===== config.mk =====
export PLATFORM = sky130hd
export DESIGN_NAME = mipicsi2_elastbuf_lvl
export DESIGN_NICKNAME = d
export VERILOG_FILES = /design/src/rtl/mipicsi2_elastbuf_lvl.sv
export SDC_FILE = /design/constraint.sdc
export NUM_CORES = 1
export LEC_CHECK = 0
export CAP_MARGIN = 30
export CELL_PAD_IN_SITES_DETAIL_PLACEMENT = 0
export CELL_PAD_IN_SITES_GLOBAL_PLACEMENT = 1
export CORE_MARGIN = 10
export CORE_UTILIZATION = 40
export DETAILED_ROUTE_END_ITERATION = 7
export PLACE_DENSITY_LB_ADDON = 0.1
export RECOVER_POWER = 100
export SYNTH_ARGS = -nofsm -noshare
export SYNTH_HDL_FRONTEND = slang
export SYNTH_SLANG_ARGS = --single-unit

===== constraint.sdc =====
create_clock -name clk -period 3.2 [get_ports clk]
set_input_delay 0.32 -clock clk [delete_from_list [all_inputs] [get_ports clk]]
set_output_delay 0.32 -clock clk [all_outputs]
set_load 0.03 [all_outputs]

===== src/rtl/mipicsi2_elastbuf_lvl.sv =====
// mipicsi2_elastbuf_lvl
// First-word-fall-through elasticity buffer between lane-merge/deskew and the
// packet parser. Storage is a shift register with entry 0 as the head, so
// dataout needs no read pointer and entries at or above count stay zero.
// Status flags decode the registered count. Overflow and underflow are
// recorded in sticky error flags.
module mipicsi2_elastbuf_lvl #(
  parameter int DEPTH      = 4,
  parameter int DATA_WIDTH = 32,
  parameter int CNT_W      = $clog2(DEPTH + 1),
  parameter int AF_LEVEL   = DEPTH - 1,
  parameter int AE_LEVEL   = 1
) (
  input  logic                  clk,
  input  logic                  rst,
  input  logic                  write,
  input  logic [DATA_WIDTH-1:0] datain,
  input  logic                  read,
  output logic [DATA_WIDTH-1:0] dataout,
  input  logic                  clrbuff,
  input  logic                  clr_err,
  output logic                  emptyz,
  output logic                  fullz,
  output logic                  almost_full,
  output logic                  almost_empty,
  output logic [CNT_W-1:0]      count,
  output logic                  ovf_err,
  output logic                  udf_err
);

  localparam logic [CNT_W-1:0]      LP_DEPTH = CNT_W'(DEPTH);
  localparam logic [CNT_W-1:0]      LP_AF    = CNT_W'(AF_LEVEL);
  localparam logic [CNT_W-1:0]      LP_AE    = CNT_W'(AE_LEVEL);
  localparam logic [CNT_W-1:0]      LP_ONE   = CNT_W'(1);
  localparam logic [CNT_W-1:0]      LP_CZERO = {CNT_W{1'b0}};
  localparam logic [DATA_WIDTH-1:0] LP_DZERO = {DATA_WIDTH{1'b0}};

  logic [DATA_WIDTH-1:0] r_mem     [DEPTH];
  logic [DATA_WIDTH-1:0] w_mem_up  [DEPTH];
  logic [DATA_WIDTH-1:0] w_mem_nxt [DEPTH];
  logic [CNT_W-1:0]      r_count;
  logic [CNT_W-1:0]      w_count_nxt;
  logic [CNT_W-1:0]      w_widx;
  logic                  r_ovf;
  logic                  r_udf;
  logic                  w_ovf_nxt;
  logic                  w_udf_nxt;
  logic                  w_empty;
  logic                  w_full;
  logic                  w_pop;
  logic                  w_push;
  logic                  w_ovf_evt;
  logic                  w_udf_evt;

  // A flush swallows the cycle's read and write, so no events are raised then.
  assign w_empty   = (r_count == LP_CZERO);
  assign w_full    = (r_count == LP_DEPTH);
  assign w_pop     = read & ~w_empty & ~clrbuff;
  // At full a write is only accepted when a pop frees the head slot.
  assign w_push    = write & ~clrbuff & (~w_full | w_pop);
  assign w_ovf_evt = write & ~read & w_full & ~clrbuff;
  assign w_udf_evt = read & w_empty & ~clrbuff;
  // When popping, everything moves down one slot, so the tail slot is count-1.
  assign w_widx    = w_pop ? (r_count - LP_ONE) : r_count;

  // Shifted-down view of storage used by a pop; the top slot refills with zero.
  always_comb begin
    for (int i = 0; i < DEPTH - 1; i++) begin
      w_mem_up[i] = r_mem[i + 1];
    end
    w_mem_up[DEPTH-1] = LP_DZERO;
  end

  // Next storage contents: flush, then write at the tail, then shift or hold.
  always_comb begin
    for (int i = 0; i < DEPTH; i++) begin
      if (clrbuff) begin
        w_mem_nxt[i] = LP_DZERO;
      end else if (w_push && (w_widx == CNT_W'(i))) begin
        w_mem_nxt[i] = datain;
      end else if (w_pop) begin
        w_mem_nxt[i] = w_mem_up[i];
      end else begin
        w_mem_nxt[i] = r_mem[i];
      end
    end
  end

  // Next occupancy: simultaneous push and pop leaves the count unchanged.
  always_comb begin
    w_count_nxt = r_count;
    if (clrbuff) begin
      w_count_nxt = LP_CZERO;
    end else begin
      case ({w_push, w_pop})
        2'b10:   w_count_nxt = r_count + LP_ONE;
        2'b01:   w_count_nxt = r_count - LP_ONE;
        default: w_count_nxt = r_count;
      endcase
    end
  end

  // Sticky error flags; a new event beats a same-cycle clear.
  always_comb begin
    w_ovf_nxt = w_ovf_evt | (r_ovf & ~clr_err);
    w_udf_nxt = w_udf_evt | (r_udf & ~clr_err);
  end

  // State registers with synchronous reset.
  always_ff @(posedge clk) begin
    if (rst) begin
      r_count <= LP_CZERO;
      r_ovf   <= 1'b0;
      r_udf   <= 1'b0;
      for (int i = 0; i < DEPTH; i++) begin
        r_mem[i] <= LP_DZERO;
      end
    end else begin
      r_count <= w_count_nxt;
      r_ovf   <= w_ovf_nxt;
      r_udf   <= w_udf_nxt;
      for (int i = 0; i < DEPTH; i++) begin
        r_mem[i] <= w_mem_nxt[i];
      end
    end
  end

  assign dataout      = r_mem[0];
  assign count        = r_count;
  assign emptyz       = ~w_empty;
  assign fullz        = ~w_full;
  assign almost_full  = (r_count >= LP_AF);
  assign almost_empty = (r_count <= LP_AE);
  assign ovf_err      = r_ovf;
  assign udf_err      = r_udf;

endmodule


==> qor.csv <==
metric,value,unit
Post-Syn Nets,827,
"Setup violations, final",0,
layout cells sized above 1,0.0735,
Die ar.,23200,um2
leading cell types by count after synthesis,"dfxtp_1 (133), mux2i_1 (128), nand3_1 (128)",
Synth Area in Simple Gates,0.128,
"final std cell area, no fill",8160,um2
fill count,1650,
Synth Area in Compound Gates,0.195,
mapped cell area,6990,um2
"Slew Viols, Final",0,
die height,152,um
Antenna Nets Post-Route,0,
RePlAce Congestion,0.777,
CTS tree,built,
"Setup Fix Bufs, Post-CTS",0,
n_diodes,0,
final wirelength,18600,um
CP arrival,2.50,ns
vias per cell,5.55,
Critical Setup Path Class,reg2out,
fmax,354,MHz
Setup TNS Final,0,ns
CP peak stage delay,0.81,ns
post-synthesis mux area share,0.183,
Worst-Margin Slew,0.772,ns
H-tree depth,4,
synthesis-stage register bit count,133,
outcome,"complete, no violations",
Detail Placement HPWL,10900,um
clk buf depth,2,
Vias,5703,
"Avg Cell Area, Syn",8.93,um2
Setup Slack @ Placement,0.694,ns
residual DRC count,0,
final worst setup slack,0.379,ns
input/output buffers,78,
Final min period,2.82,ns
final instance count without filler cells,1028,
core footprint,17200,um2
FP Rows,48,
final hold slack,0.468,ns
CTS buffer count,17,
adder-cell area share of the yosys netlist,0.0107,
antenna violations before repair,0,
RSZ-0062 raised after global routing,false,
# clock sinks,133,
wire per inst,18.1,um
vias in the first global route,5765,
CP top delay family,buffers and inverters,
placed cells,996,
post-synthesis sequential area ratio,0.381,
Starting Density,0.406,
largest net degree at the start of global routing,77,
PD cells,481,nW/um2
"Async S/R FF share, synth",0,
clock latency on the worst-skew pair,0.41,ns
Tot Pwr,3.92,mW
Final nets,834,
Buf/Inv on CP,3,
crit-path cells,inv_1 > ha_1 > nor2b_4 > clkinv_2 > dlygate4sd3_1,
most common cell in the netlist,dfxtp_1,
Layout Utilization,0.473,
"Cell Area, Placed",7650,um2
Worst-path clk slew,0.06,ns
Worst Hold Class,reg2reg,
Yosys top cell by area,dfxtp_1,
top area cells in the synthesized netlist,"dfxtp_1 (38%), mux2i_1 (18%), a21o_1 (10%), nand3_1 (9.2%), o21ai_0 (7.0%)",
top-area cell type share of the netlist area,0.381,
post-CTS sizing,0,
Syn-to-layout area delta,16.7,%
Crit-path slowest cell,dlygate4sd3_1,
Post-synth EDFFs,0,
top_reg_cell synth,dfxtp_1,
first-pass GRT wire length,30700,um
Final Hold Fails,0,
clock root cell,clkbuf_16,
Post-Syn Instances,783,
maximum VDD drop,399,uV
DRT iter0 DRCs,279,
Synth cell types,36,
Die X,152,um
relative slew slack,0.485,
Hold Buf Count CTS,0,
"critical path fanouts, max",9,
Ys Warns,0,
Pleak,3.01,nW
Setup crit end kind,output pin,
# IOs,79,
Clock Skew,0.00606,ns
max capacitance violation total,0,
fin crit share,0.882,
main combinational cell family by area after synthesis,compound AO/OA/AOI/OAI gates,
total grt overflow,0,
XOR/XNOR Fraction of Synth Area,0.00251,
required time of the critical path,2.88,ns
crit start category,flip-flop,
All-Layer GR Usage,0.158,
drt pass-1 iters,5,
metal layers:
metal | share of wire | GRT usage
met1 | 0.45 | 0.191
met2 | 0.50 | 0.273
met3 | 0.034 | 0.0322
met4 | 0.0098 | 0.0477
met5 | 0 | 0
worst reg2reg max path: stages (launching register included):
cell      delay, ns
dfxtp_1        0.39
inv_1          0.25
ha_1           0.24
nor2b_4        0.23
clkinv_2       0.18
and4_1         0.24
o21ai_0        0.34
clkbuf_2       0.60
mux2i_1        0.28
cell families (layout without fill, tap and decap cells):
logic type / count (synthesis) / after routing
AO/OA/AOI/OAI: 212 / 212
AND/OR/NAND/NOR: 186 / 186
buffers and inverters: 116 / 136
flip-flops: 133 / 133
multiplexers: 128 / 128
adder cells (fa/ha/maj): 6 / 6
XOR/XNOR: 2 / 2
registers in the layout, indices dropped and copies added, names as in the netlist:
name and cells:
count 3, r_mem 128, udf_err 1, ovf_err 1
where the power goes:
part	switching [mW]	internal, mW
clock network	0.713	1.12
registers	0.00878	1.67
logic	0.274	0.131
final timing paths:
check,slack (ns),end,start,cells after the start
worst max-delay path,0.38,emptyz,count[0],5
worst min-delay path,0.47,r_mem[0][120],r_mem[0][120],2
worst max register to register,0.38,r_mem[0][61],count[0],8
worst min register to register,0.47,r_mem[0][120],r_mem[0][120],2
final cells by class:
| type | count | area, um2 | area share |
|---|---|---|---|
| multi-input cells | 534 | 3650 | 0.448 |
| flip-flops and latches | 133 | 2660 | 0.326 |
| repair buffers | 98 | 982 | 0.120 |
| clock buffers | 23 | 478 | 0.0586 |
| well taps | 225 | 282 | 0.0345 |
| clock inverters | 9 | 77.6 | 0.00951 |
| inverters | 6 | 23.8 | 0.00291 |
layout by cell type (no fill, tap or decap), types with 3 or more instances in the layout:
cell type | Yosys | final
o21ai_0 | 98 | 100
clkbuf_2 | 0 | 3
buf_4 | 39 | 10
clkbuf_1 | 36 | 4
clkinv_2 | 0 | 6
buf_12 | 0 | 5
dfxtp_1 | 133 | 133
clkbuf_16 | 0 | 17
nand2_1 | 36 | 36
mux2i_1 | 128 | 128
a211oi_1 | 3 | 3
clkbuf_8 | 0 | 3
clkinvlp_4 | 0 | 3
nor2_1 | 10 | 9
inv_1 | 5 | 5
dlygate4sd3_1 | 0 | 41
a21o_1 | 96 | 96
nand3_1 | 128 | 128
clkdlybuf4s50_1 | 0 | 37
ha_1 | 6 | 6
Note: power is estimated with default switching activity, not from simulation.
